===== src/rtl/timer_pkg.sv =====
// Shared timer definitions: converter FSM states, BCD digit width and a
// decimal power helper used for range thresholds.
package timer_pkg;

  typedef enum logic [1:0] {IDLE, SHIFT, DONE} state_t;

  localparam int BCD_DIGIT_W = 4;

  function automatic longint unsigned pow10(input int n);
    longint unsigned r;
    r = 64'd1;
    for (int i = 0; i < n; i++) r = r * 64'd10;
    return r;
  endfunction

endpackage


===== src/rtl/timer_bcd_converter_if.sv =====
// Valid/ready bundle between the timer, the BCD converter and the display path.
interface timer_bcd_converter_if #(
  parameter int IN_WIDTH = 10,
  parameter int DIGITS   = 4
);
  logic                  in_valid;
  logic                  in_ready;
  logic [IN_WIDTH-1:0]   in_value;
  logic                  out_valid;
  logic                  out_ready;
  logic [4*DIGITS-1:0]   bcd;
  logic                  overflow;

  modport master (
    output in_valid, in_value, out_ready,
    input  in_ready, out_valid, bcd, overflow
  );

  modport slave (
    input  in_valid, in_value, out_ready,
    output in_ready, out_valid, bcd, overflow
  );
endinterface


===== src/rtl/bcd_add3.sv =====
// Double-dabble digit correction: a BCD digit of 5 or more gets +3 before the shift.
module bcd_add3 (
  input  logic [3:0] i_digit,
  output logic [3:0] o_digit
);
  assign o_digit = (i_digit >= 4'd5) ? i_digit + 4'd3 : i_digit;
endmodule


===== src/rtl/timer_bcd_converter.sv =====
// Sequential binary-to-BCD converter (shift-and-add-3), one bit per cycle,
// with valid/ready on both sides and saturation to all nines on overflow.
module timer_bcd_converter
  import timer_pkg::*;
#(
  parameter int IN_WIDTH = 10,
  parameter int DIGITS   = 4
) (
  input  logic                  clk,
  input  logic                  reset,
  timer_bcd_converter_if.slave  bus
);

  localparam int ACC_W = BCD_DIGIT_W * DIGITS;
  localparam int CNT_W = $clog2(IN_WIDTH + 1);
  localparam logic [ACC_W-1:0] ALL_NINES = {DIGITS{4'h9}};

  state_t                      r_state;
  state_t                      w_state_nxt;
  logic   [ACC_W-1:0]          r_acc;
  logic   [ACC_W-1:0]          w_acc_adj;
  logic   [IN_WIDTH-1:0]       r_sh;
  logic   [ACC_W+IN_WIDTH-1:0] w_cat;
  logic   [CNT_W-1:0]          r_cnt;
  logic   [ACC_W-1:0]          r_bcd;
  logic                        r_ovf;
  logic                        r_ovf_flag;
  logic                        w_in_ready;
  logic                        w_out_valid;
  logic                        w_accept;
  logic                        w_last;

  for (genvar g = 0; g < DIGITS; g++) begin : g_add3
    bcd_add3 u_add3 (
      .i_digit (r_acc[g*BCD_DIGIT_W +: BCD_DIGIT_W]),
      .o_digit (w_acc_adj[g*BCD_DIGIT_W +: BCD_DIGIT_W])
    );
  end

  // Corrected digits and the remaining binary bits move left as one word.
  assign w_cat    = {w_acc_adj, r_sh} << 1;
  assign w_last   = (r_cnt == CNT_W'(IN_WIDTH - 1));
  assign w_accept = bus.in_valid && w_in_ready;

  always_ff @(posedge clk) begin
    if (!reset) r_state <= IDLE;
    else        r_state <= w_state_nxt;
  end

  always_comb begin
    w_state_nxt = r_state;
    w_in_ready  = 1'b0;
    w_out_valid = 1'b0;
    case (r_state)
      IDLE: begin
        w_in_ready = 1'b1;
        if (bus.in_valid) w_state_nxt = SHIFT;
      end
      SHIFT: begin
        if (w_last) w_state_nxt = DONE;
      end
      DONE: begin
        w_out_valid = 1'b1;
        if (bus.out_ready) w_state_nxt = IDLE;
      end
      default: w_state_nxt = IDLE;
    endcase
  end

  // Result register loads on the final shift so it is ready the cycle DONE begins.
  always_ff @(posedge clk) begin
    if (!reset) begin
      r_cnt      <= '0;
      r_bcd      <= '0;
      r_ovf      <= 1'b0;
      r_ovf_flag <= 1'b0;
    end else if (w_accept) begin
      r_sh       <= bus.in_value;
      r_acc      <= '0;
      r_cnt      <= '0;
      r_ovf_flag <= (64'(bus.in_value) >= pow10(DIGITS));
    end else if (r_state == SHIFT) begin
      r_acc <= w_cat[ACC_W+IN_WIDTH-1:IN_WIDTH];
      r_sh  <= w_cat[IN_WIDTH-1:0];
      r_cnt <= r_cnt + 1'b1;
      if (w_last) begin
        r_bcd <= r_ovf_flag ? ALL_NINES : w_cat[ACC_W+IN_WIDTH-1:IN_WIDTH];
        r_ovf <= r_ovf_flag;
      end
    end
  end

  assign bus.in_ready  = w_in_ready;
  assign bus.out_valid = w_out_valid;
  assign bus.bcd       = r_bcd;
  assign bus.overflow  = r_ovf;

endmodule


===== src/flat_wrapper.sv =====
// flat-port wrapper written by rule: the top's interface ports become plain ports
module timer_bcd_converter_flat import timer_pkg::*;
#(
  parameter int IN_WIDTH = 10,
  parameter int DIGITS   = 4
)
  (clk, reset, bus_in_valid, bus_in_value, bus_out_ready, bus_in_ready, bus_out_valid, bus_bcd, bus_overflow);
  timer_bcd_converter_if #(.IN_WIDTH(IN_WIDTH), .DIGITS(DIGITS)) bus_i ();
  input  logic clk;
  input  logic reset;
  input wire logic [$bits(bus_i.in_valid)-1:0] bus_in_valid;
  input wire logic [$bits(bus_i.in_value)-1:0] bus_in_value;
  input wire logic [$bits(bus_i.out_ready)-1:0] bus_out_ready;
  output wire logic [$bits(bus_i.in_ready)-1:0] bus_in_ready;
  output wire logic [$bits(bus_i.out_valid)-1:0] bus_out_valid;
  output wire logic [$bits(bus_i.bcd)-1:0] bus_bcd;
  output wire logic [$bits(bus_i.overflow)-1:0] bus_overflow;
  assign bus_i.in_valid = bus_in_valid;
  assign bus_i.in_value = bus_in_value;
  assign bus_i.out_ready = bus_out_ready;
  assign bus_in_ready = bus_i.in_ready;
  assign bus_out_valid = bus_i.out_valid;
  assign bus_bcd = bus_i.bcd;
  assign bus_overflow = bus_i.overflow;
  timer_bcd_converter #(.IN_WIDTH(IN_WIDTH), .DIGITS(DIGITS)) u_core (.clk(clk), .reset(reset), .bus(bus_i));
endmodule

===== config.mk =====
export PLATFORM = sky130hd
export DESIGN_NAME = timer_bcd_converter_flat
export DESIGN_NICKNAME = d
export VERILOG_FILES = /design/src/rtl/timer_pkg.sv /design/src/rtl/timer_bcd_converter_if.sv /design/src/rtl/bcd_add3.sv /design/src/rtl/timer_bcd_converter.sv /design/src/flat_wrapper.sv
export SDC_FILE = /design/constraint.sdc
export NUM_CORES = 1
export LEC_CHECK = 0
export BUFFER_PORTS_ARGS = -buffer_cell sky130_fd_sc_hd__buf_4
export CELL_PAD_IN_SITES_DETAIL_PLACEMENT = 0
export CELL_PAD_IN_SITES_GLOBAL_PLACEMENT = 1
export CORE_MARGIN = 5
export CORE_UTILIZATION = 30
export CTS_BUF_LIST = sky130_fd_sc_hd__clkbuf_8
export DETAILED_ROUTE_END_ITERATION = 10
export PLACE_DENSITY = 0.68
export SYNTH_ARGS = -nofsm -noshare
export SYNTH_HDL_FRONTEND = slang
export SYNTH_SLANG_ARGS = --single-unit

===== constraint.sdc =====
create_clock -name clk -period 2.67 [get_ports clk]
set_input_delay 0 -clock clk [delete_from_list [all_inputs] [get_ports clk]]
set_output_delay 0 -clock clk [all_outputs]
set_load 0.02 [all_outputs]

# Word-level counts from Yosys, hierarchy flattened
# Cells that the tools add are included.
op_classes:
  bitwise: 2
  n_reduce_logical: 7
  add_sub_neg: 5
  mux: 13
  n_lt_le_gt_ge: 4
  n_eq_ne: 6
op_table:
  columns: ["cell", "count"]
  rows:
  - ["$mux 10", 2]
  - ["$ge 4x3->1 const B", 4]
  - ["$mux 16", 1]
  - ["$add 4x2->4 const B", 3]
  - ["$mux 4", 3]
  - ["$mux 2", 3]
  - ["$pmux 2 s3", 1]
  - ["$reduce_and 3->1", 2]
  - ["$add 4x1->4 const B", 1]
  - ["$eq 4x4->1 const B", 1]
  - ["$ne 2x2->1 const B", 2]
  - ["$add 3x2->3 const B", 1]
  - ["$mux 3", 1]
  - ["$eq 2x1->1 const B", 1]
  - ["$eq 2x2->1 const B", 1]
  - ["$logic_not 2->1", 1]
  - ["$mux 1", 2]
  - ["$ne 2x1->1 const B", 1]
  - ["$not 1->1", 2]
  - ["$reduce_and 2->1", 1]
  - ["$reduce_bool 2->1", 1]
  - ["$reduce_or 2->1", 1]
  - ["$logic_and 1x1->1", 1]
word_totals:
  inputBits: 14
  elab_cells: 42
  register_bits: 48

# Logic depth before layout (Yosys ltp)
# Gate-level depths: netlist (run 1).
logic_depth:
  depth_word: 5
  depth_mapped: 7

# Cells and area by module
# A second synthesis (run 1) with hierarchy kept.
unflattened:
  cells_unflattened: 223
  hier_area_um2: 2419.8
by_module_without_submodules:
  columns: ["module", "n_inst", "area_per_inst_um2", "seq_area_each_um2", "cells_each"]
  rows:
  - ["timer_bcd_converter", 1, 2014.4, 1221.2, 159]
  - ["bcd_add3", 4, 101.3, 0.0, 16]

# Worst setup path after synthesis (run 1)
# No wires, ideal clock.
synth_timing:
  path_type: "register -> register"
  from: "register u_core.r_state[0]"
  to: "register u_core.r_acc[0], enable pin"
  t_required_ns: 2.261
  setup_slack_ns: 0.553
  arrival_time_ns: 1.708
  path_stages_with_launch: 3
  period_less_slack_ns: 2.117
  setup_time_ns: 0.409
  cell_sequence: "dfxtp_1 > o21bai_1 > nor2_1"
synth_between:
  elab_chain_len: 5
synth_lines:
  columns: ["element", "line", "rtl"]
  rows:
  - ["from (decl)", "timer_bcd_converter.sv:18", "state_t r_state;"]
  - ["from (signal assigned)", "timer_bcd_converter.sv:47", "else r_state <= w_state_nxt;"]
  - ["$logic_not 2->1", "timer_bcd_converter.sv:54", "case (r_state)"]
  - ["$mux 1", "timer_bcd_converter.sv:54", null]
  - ["$logic_and 1x1->1", "timer_bcd_converter.sv:43", "assign w_accept = bus.in_valid && w_in_ready;"]
  - ["$reduce_bool 2->1 (no line) *", null, null]
  - ["$reduce_and 2->1 (no line) *", null, null]
  - ["to (signal assigned)", "timer_bcd_converter.sv:83", "r_acc <= w_cat[ACC_W+IN_WIDTH-1:IN_WIDTH];"]
  - ["to (decl)", "timer_bcd_converter.sv:20", "logic [ACC_W-1:0] r_acc;"]
# Mark *: on every way between the ends. The rest lies on a longest branch, timed or not.
# A chain may end at the register's enable or synchronous reset.

# Worst setup path after layout (run 1)
layout_timing:
  from: "register u_core.r_cnt[0]"
  to: "register u_core.r_bcd[6], in the netlist u_core.bus.bcd[6]"
layout_between:
  elab_chain_len: 2
layout_lines:
  columns: ["element", "line", "rtl"]
  rows:
  - ["from (decl)", "timer_bcd_converter.sv:24", "logic [CNT_W-1:0] r_cnt;"]
  - ["from (signal assigned)", "timer_bcd_converter.sv:85", "r_cnt <= r_cnt + 1'b1;"]
  - ["$eq 4x4->1", "timer_bcd_converter.sv:42", "assign w_last = (r_cnt == CNT_W'(IN_WIDTH - 1));"]
  - ["$reduce_and 3->1 (no line)", null, null]
  - ["to (signal assigned)", "timer_bcd_converter.sv:87", "r_bcd <= r_ovf_flag ? ALL_NINES : w_cat[ACC_W+IN_WIDTH-1:IN_WIDTH];"]
  - ["to (decl)", "timer_bcd_converter.sv:25", "logic [ACC_W-1:0] r_bcd;"]
# Every way passes these cells.

==> results.yml, run 1 <==
run_status:
  status: "completed"
routing:
  num_vias: 1750
  ant_nets: 0
  drc_errors: 0
  drtPass1Iterations: 4
  drt-wirelength-per-cell_um: 13.9
  wl_mm: 5.08
  route.detailed.vias_per_inst: 4.79
  drtIter0Drc: 128
yosys:
  synth-seq-cells: 48
  async_flop_share_pct: 0
  synth_top_area_share_pct: 33.0
  synth.area.top_cells: "edfxtp_1, dfxtp_1, ha_1"
  syn-cell-area_mm2: 0.00236
  synth_edf_count: 26
  syn_inst: 222
  syn_nets: 246
  synth_cell_types: 38
  ys_seq_area_share_pct: 51.7
  avgSynthCellArea_um2: 10.6
  synth_ff_type: "edfxtp_1"
  yosys.area.top_type: "edfxtp_1"
  yosysWarnings: 0
sta:
  worst_pin_slew_ns: 0.568
  rsz0062_at_grt: "no"
  fmax_mhz: 511
  fin_worst_skew_ns: 0.0101
  fin_ws_ns: 0.714
  drv_slew: 0
  setup_viol: 0
  slew_headroom_pct: 62.1
  finalCritPeriodShare_pct: 73.2
  finalHoldViolations: 0
  period_minus_slack_ns: 1.96
  tns_ns: 0
critical_path:
  cp-start-kind: "register"
  cp.buffers_inverters: 0
  cp_top_family: "simple AND/OR/NAND/NOR gates"
  cp_slowest_stage_delay_ns: 0.50
  cp_data_arrival_time_ns: 2.16
  path_cells: "ha_1 > and3b_1 > nand3_1 > o32ai_1"
  slowest_stage: "and3b_1"
  cp_max_fo: 13
  worstPathRequired_ns: 2.87
  worst_setup_path_end_kind: "register"
  worstSetupPathType: "reg2reg"
floorplanning:
  rows: 32
  die_w_um: 98.8
  die_h_um: 98.8
  initial_core_util_pct: 30.7
  core-area_mm2: 0.00769
  die-area_mm2: 0.00975
  io_pins: 33
final_layout:
  area_growth_pct: 20.5
  num_antenna_cells: 0
  seq_area_mm2: 0.00122
  fin_util_pct: 37.0
  multi_input_area_mm2: 0.00102
  layout_commonest_cell: "buf_4"
  fill_cells: 780
  layout_common_cells: "buf_4, edfxtp_1, nand2_1"
  drive_gt1_share_pct: 19.0
  fin_nets: 286
pwr:
  irDropWorstVdd_uv: 340
  intPower_mw: 1.09
  power_mw: 1.46
  power_leakage_nw: 1.10
  swShare_pct: 25.5
  clkPwrFrac_pct: 28.0
  p_per_area_mw_per_mm2: 514
  power.share.sequential_pct: 58.5
  p_comb_share_pct: 13.5
  p_sw_mw: 0.373
clock_network:
  cts_tree: "yes"
  cts_num_sinks: 48
  cts_root_buf: "clkbuf_8"
  path_clk_slew_ns: 0.08
  numCtsBuffers: 5
  cts_resized: 0
  h-tree-depth: 2
  clk_latency_ns: 0.30
  clockBufferDepth: 2
global_routing:
  grt_max_degree: 27
  grt_overflow: 0
  grt_pass1_vias: 1724
  grt_usage_pct: 10.4
  grt_pass1_wl_mm: 8.25
  antenna_found_initial: 0
placed_design:
  place_hpwl_mm: 3.38
  port_buffers: 31
  dpl_worst_slack_ns: 0.764
  place.gp.congestion: 0.720
flow_run:
  cap_viol_max_count: 0
worst_hold_path:
  hold_class: "in2reg"
## power groups by stage
stage	clock network [mW]	registers [mW]	logic (mW)
2_1_floorplan	0	0.864	0.141
3_3_place_gp	0	0.872	0.184
3_5_place_dp	0	0.872	0.187
4_1_cts	0.422	0.856	0.199
5_1_grt	0.451	0.862	0.226
6_report	0.410	0.856	0.197
## what timing repair did
item,4_1_cts,5_1_grt
buffers inserted,0,0
hold buffers,10,0
hold endpoints to repair,10,0
## Yosys cell counts (all sizes together) (2+ instances only)
| library cell | instances |
|---|---|
| edfxtp | 26 |
| nand2 | 25 |
| dfxtp | 22 |
| a21oi | 19 |
| inv | 12 |
| a211oi | 11 |
| o21ai | 11 |
| ha | 10 |
| buf | 9 |
| mux2 | 9 |
| nor2 | 9 |
| nor2b | 8 |
| nor3 | 8 |
| o32ai | 7 |
| nor3b | 6 |
| a311oi | 4 |
| nand2b | 4 |
| nand3 | 4 |
| or3 | 4 |
| and2 | 2 |
| mux2i | 2 |
## path summary, 6_finish.rpt
check	cells after the start	to	slack, ns	startpoint
setup / recovery	4	u_core.bus.bcd[6]	0.71	u_core.r_cnt[0]
hold / removal	2	u_core.r_sh[0]	0.01	bus_in_value[0]
setup reg to reg	4	u_core.bus.bcd[6]	0.71	u_core.r_cnt[0]
hold reg to reg	2	u_core.bus.bcd[1]	0.49	u_core.bus.bcd[1]
## stage by stage
stage	instance area [um2]	hold slack, ns	instances
after CTS	2850	0.00997	365
after detailed placement	2670	0.292	347
after global routing	2850	0.0279	365
final	2850	0.0146	365
after global placement	2670	0.290	347
after floorplan	2360	0.191	222
## metal layers
metal  track usage [%]  wire length (um)  up-vias
met5                 0                 0        -
met4              3.99                74        0
met3              2.41               224        7
met2              16.0              2240       35
met1              14.3              2550      824
li1                  -                 -      884
## worst register-to-register path: cells and delay by family (launching register included)
family | cells | cell delay, ns
DFF | 1 | 0.41
adders and majority gates | 1 | 0.17
AOI/OAI and AO/OA | 1 | 0.36
and+or+nand+nor | 2 | 0.91
## cell type report
type                    count  share of cell area [%]
flip-flops and latches     48                    42.9
repair buffers             43                    12.2
clock inverters             3                   0.439
inverters                  12                    1.58
multi-input cells         152                    36.0
well taps                 102                    4.48
clock buffers               5                    2.42
## state kept, by name, indices dropped and copies added, names as in the netlist
register        count
u_core.r_cnt        4
u_core.bus.bcd     16
u_core.r_acc       16
u_core.r_state      2
u_core.r_sh        10
## logic make-up (layout without fill, tap and decap cells)
logic type	Yosys count	in the layout	synth area share [%]
simple gates	73	73	15.9
buf+inv	22	63	5.08
flops	48	48	51.7
fa+ha+maj	10	10	5.29
other cells	1	1	0.159
compound gates	57	57	16.1
mux	11	11	5.77
No activity file was read; power rests on OpenSTA's default activity.
==> inputs of run 2 (changes only) <==
PLACE_DENSITY = 0.7   (was 0.68)
clock period = 1.57 ns   (was 2.67 ns; I/O delays follow)
==> results.yml, run 2 (same netlist as run 1, synthesis figures left out) <==
final_layout:
  layout_common_cells: "buf_4, edfxtp_1, nand2_1"
  area_growth_pct: 28.5
  num_antenna_cells: 0
  stdcell_count: 378
  stdcell_area_mm2: 0.00304
  fin_util_pct: 39.5
  seq_area_mm2: 0.00122
  fin_nets: 299
  multi_input_area_mm2: 0.00108
  drive_gt1_share_pct: 27.9
  layout_commonest_cell: "buf_4"
  fill_cells: 803
critical_path:
  startpoint: "u_core.r_acc[4]"
  worst_setup_path_end_kind: "register"
  r2r-end: "u_core.r_acc[8]"
  cp-start-kind: "register"
  worstSetupPathType: "reg2reg"
  reg2regPathDepth: 5
  cp_data_arrival_time_ns: 1.68
  r2r_slack_ns: 0.04
  crit_end: "u_core.r_acc[8]"
  cp_max_fo: 4
  r2r_start: "u_core.r_acc[4]"
  worstPathRequired_ns: 1.72
sta:
  setup_viol: 0
  fin_worst_skew_ns: 0.00557
  drv_slew: 0
  hold_ws_ns: 0.0174
  period_minus_slack_ns: 1.53
  finalCritPeriodShare_pct: 97.2
  rsz0062_at_grt: "yes"
  fmax_mhz: 655
  finalHoldViolations: 0
global_routing:
  grt_max_degree: 27
  antenna_found_initial: 0
  grt_pass1_vias: 1819
  grt_usage_pct: 11.2
  grt_pass1_wl_mm: 8.81
  grt_overflow: 0
clock_network:
  cts_root_buf: "clkbuf_8"
  h-tree-depth: 2
  clockBufferDepth: 2
  cts_num_sinks: 48
  clk_latency_ns: 0.30
  numCtsBuffers: 5
  cts_tree: "yes"
  path_clk_slew_ns: 0.09
floorplanning:
  initial_core_util_pct: 30.7
  core-area_mm2: 0.00769
  die_h_um: 98.8
  io_pins: 33
  rows: 32
  die_w_um: 98.8
  die-area_mm2: 0.00975
worst_hold_path:
  hold_class: "in2reg"
  min_from: "bus_in_value[0]"
placed_design:
  port_buffers: 31
  place_inst: 357
  place.gp.congestion: 0.741
  place_hpwl_mm: 3.57
  placed_area_mm2: 0.00277
pwr:
  power_mw: 2.61
  p_per_area_mw_per_mm2: 858
  irDropWorstVdd_uv: 452
  power_leakage_nw: 1.18
routing:
  drt-wirelength-per-cell_um: 14.4
  ant_nets: 0
  route.detailed.vias_per_inst: 4.81
  drtIter0Drc: 70
  drtPass1Iterations: 4
  drc_errors: 0
  wl_mm: 5.46
  num_vias: 1819
flow_run:
  cap_viol_max_count: 0
run_status:
  status: "completed"
-- run 2: critical path: stages, from the launching register on --
cell	delay, ns
edfxtp_1	0.39
inv_1	0.06
ha_1	0.23
nor2b_2	0.18
or3_1	0.37
a21oi_1	0.15
-- run 2: layout make-up --
type / instances / area share [%]
clock inverter: 2 / 0.247
timing repair buffer: 56 / 15.5
inverter: 12 / 1.48
tap: 102 / 4.20
multi-input combinational: 152 / 35.7
clock buffer: 6 / 2.72
sequential: 48 / 40.2
-- run 2: timing repair --
action	CTS	global route
resized for setup	0	16
hold buffers	10	0
setup buffers	0	3
endpoints found under the hold margin	10	0
setup endpoints to repair	0	16
-- run 2: layer usage --
metal / global-route usage (%) / wire (um)
met2: 18.5 / 2570
met3: 2.55 / 198
met4: 3.47 / 68
met1: 14.6 / 2620
met5: 0 / 0
-- run 2: power by group --
part | switching (mW) | leakage (nW) | internal, mW
clock network | 0.408 | 0.0538 | 0.347
registers | 0.0503 | 0.430 | 1.40
logic | 0.208 | 0.697 | 0.192
total | 0.666 | 1.18 | 1.94
-- run 2: worst min-delay path by stage --
| stage | endpoint | slack (ns) | cells after the start |
|---|---|---|---|
| 2_1_floorplan | u_core.bus.bcd[12] | 0.19 | 2 |
| 3_3_place_gp | u_core.r_sh[2] | 0.29 | 2 |
| 3_5_place_dp | u_core.r_sh[6] | 0.29 | 2 |
| 4_1_cts | u_core.r_sh[0] | 0.02 | 2 |
| 5_1_grt | u_core.r_sh[0] | 0.02 | 2 |
| 6_report | u_core.r_sh[0] | 0.02 | 2 |
-- run 2: stage by stage --
stage | setup slack (ns) | TNS (ns)
after detailed placement | 0.0366 | 0
after CTS | 0.0194 | 0
final | 0.0433 | 0
after global routing | -0.0372 | -0.125
after floorplan | 0.0108 | 0
after global placement | 0.0752 | 0
==> inputs of run 3 (changes only) <==
--- a/config.mk
+++ b/config.mk
@@ -13,2 +13,3 @@
 export CTS_BUF_LIST = sky130_fd_sc_hd__clkbuf_8
+export CTS_CLUSTER_SIZE = 30
 export DETAILED_ROUTE_END_ITERATION = 10
==> constraint.sdc (replaced) <==
create_clock -name clk -period 1.57 [get_ports clk]
set_input_delay 0.0785 -clock clk [delete_from_list [all_inputs] [get_ports clk]]
set_output_delay 0.0785 -clock clk [all_outputs]
set_load 0.02 [all_outputs]
==> results.yml, run 3 (same netlist as run 1, synthesis figures left out) <==
run_status:
  status: "completed"
routing:
  ant_nets: 0
  wl_mm: 5.27
  drc_errors: 0
  num_vias: 1806
  route.detailed.vias_per_inst: 4.88
  drtPass1Iterations: 4
  drt-wirelength-per-cell_um: 14.2
  drtIter0Drc: 111
critical_path:
  r2r_start: "u_core.r_acc[8]"
  crit_end: "u_core.r_acc[9]"
  cp-start-kind: "register"
  r2r_slack_ns: 0.04
  worst_setup_path_end_kind: "register"
  reg2regPathDepth: 4
  r2r-end: "u_core.r_acc[9]"
  path_cells: "ha_1 > nand2b_1 > a211oi_1 > nor3_1"
  startpoint: "u_core.r_acc[8]"
  worstPathRequired_ns: 1.62
  worstSetupPathType: "reg2reg"
  slowest_stage: "edfxtp_1"
  cp_max_fo: 4
  cp_slowest_stage_delay_ns: 0.44
  cp_data_arrival_time_ns: 1.58
final_layout:
  fill_cells: 780
  multi_input_area_mm2: 0.00110
  fin_nets: 291
  area_growth_pct: 26.5
  layout_common_cells: "buf_4, edfxtp_1, nand2_1"
  layout_commonest_cell: "buf_4"
  seq_area_mm2: 0.00122
  num_antenna_cells: 0
  stdcell_count: 370
  drive_gt1_share_pct: 30.6
floorplanning:
  die_w_um: 98.8
  io_pins: 33
  core-area_mm2: 0.00769
  die-area_mm2: 0.00975
  rows: 32
  initial_core_util_pct: 30.7
  die_h_um: 98.8
placed_design:
  dpl_worst_slack_ns: 0.0218
  place_inst: 358
  port_buffers: 31
  place_hpwl_mm: 3.58
  place.gp.congestion: 0.742
pwr:
  power_mw: 2.72
  power_leakage_nw: 1.16
  p_per_area_mw_per_mm2: 910
  irDropWorstVdd_uv: 412
sta:
  period_minus_slack_ns: 1.53
  drv_slew: 0
  finalCritPeriodShare_pct: 97.2
  fin_worst_skew_ns: 0.00771
  finalHoldViolations: 0
  fin_ws_ns: 0.0439
  setup_viol: 0
  fmax_mhz: 655
  rsz0062_at_grt: "yes"
clock_network:
  clk_latency_ns: 0.30
  path_clk_slew_ns: 0.09
  cts_root_buf: "clkbuf_8"
  numCtsBuffers: 5
  cts_num_sinks: 48
  cts_tree: "yes"
  h-tree-depth: 2
  clockBufferDepth: 2
  postCtsHoldBufs: 0
flow_run:
  cap_viol_max_count: 0
global_routing:
  busiest_layer: "met2"
  grt_use_met1_pct: 15.3
  grt_pass1_vias: 1785
  grt_use_met3_pct: 3.18
  met2_usage_pct: 17.9
  grt_usage_pct: 11.4
  antenna_found_initial: 0
  grt_overflow: 0
  grt_max_degree: 27
  grt_pass1_wl_mm: 8.94
worst_hold_path:
  hold_class: "in2reg"
  min_from: "bus_in_value[6]"
==> run 3: where the power goes <==
| group | total (mW) | switching, mW | internal [mW] |
|---|---|---|---|
| Combinational | 0.392 | 0.206 | 0.186 |
| Sequential | 1.45 | 0.0514 | 1.40 |
| Clock | 0.877 | 0.410 | 0.467 |
==> run 3: worst max-delay path: cells and delay by family, from the launching register on <==
family	cells	cell delay, ns
AOI/OAI and AO/OA	1	0.37
adders and majority gates	1	0.24
and+or+nand+nor	2	0.23
DFF	1	0.44
==> run 3: routing by layer <==
metal	wire, um	part of all wire [%]	vias to the layer above
li1	-	-	899
met1	2580	49	863
met2	2410	46	38
met3	217	4.1	6
met4	59	1.1	0
met5	0	0	-
==> run 3: repair_timing <==
item,in CTS,in global routing
gates resized for setup,0,18
setup buffers,0,4
setup endpoints to repair,0,22
==> run 3: area by class of cell <==
type / instances / share of cell area [%]
Sequential cell: 48 / 40.8
Multi-Input combinational cell: 152 / 36.9
Timing Repair Buffer: 48 / 12.9
Tap cell: 102 / 4.27
Clock buffer: 5 / 2.30
Inverter: 12 / 1.51
Clock inverter: 3 / 1.30
==> run 3: worst min-delay path by stage <==
stage	slack, ns	endpoint	depth (start not counted)
after floorplan	0.27	u_core.bus.bcd[12]	2
after global placement	0.37	u_core.r_sh[2]	2
after detailed placement	0.37	u_core.r_sh[9]	2
after CTS	0.05	u_core.r_sh[6]	2
after global routing	0.05	u_core.r_sh[6]	2
final	0.07	u_core.r_sh[6]	2
==> run 3: through the flow <==
stage	util (%)	instance area [um2]	hold slack (ns)	TNS, ns
detailed placement	36.1	2780	0.369	0
finish	38.9	2990	0.0655	0
CTS	37.5	2890	0.0515	0
floorplan	-	2370	0.270	0
global route	38.9	2990	0.0473	-0.0999
global placement	36.1	2780	0.370	0
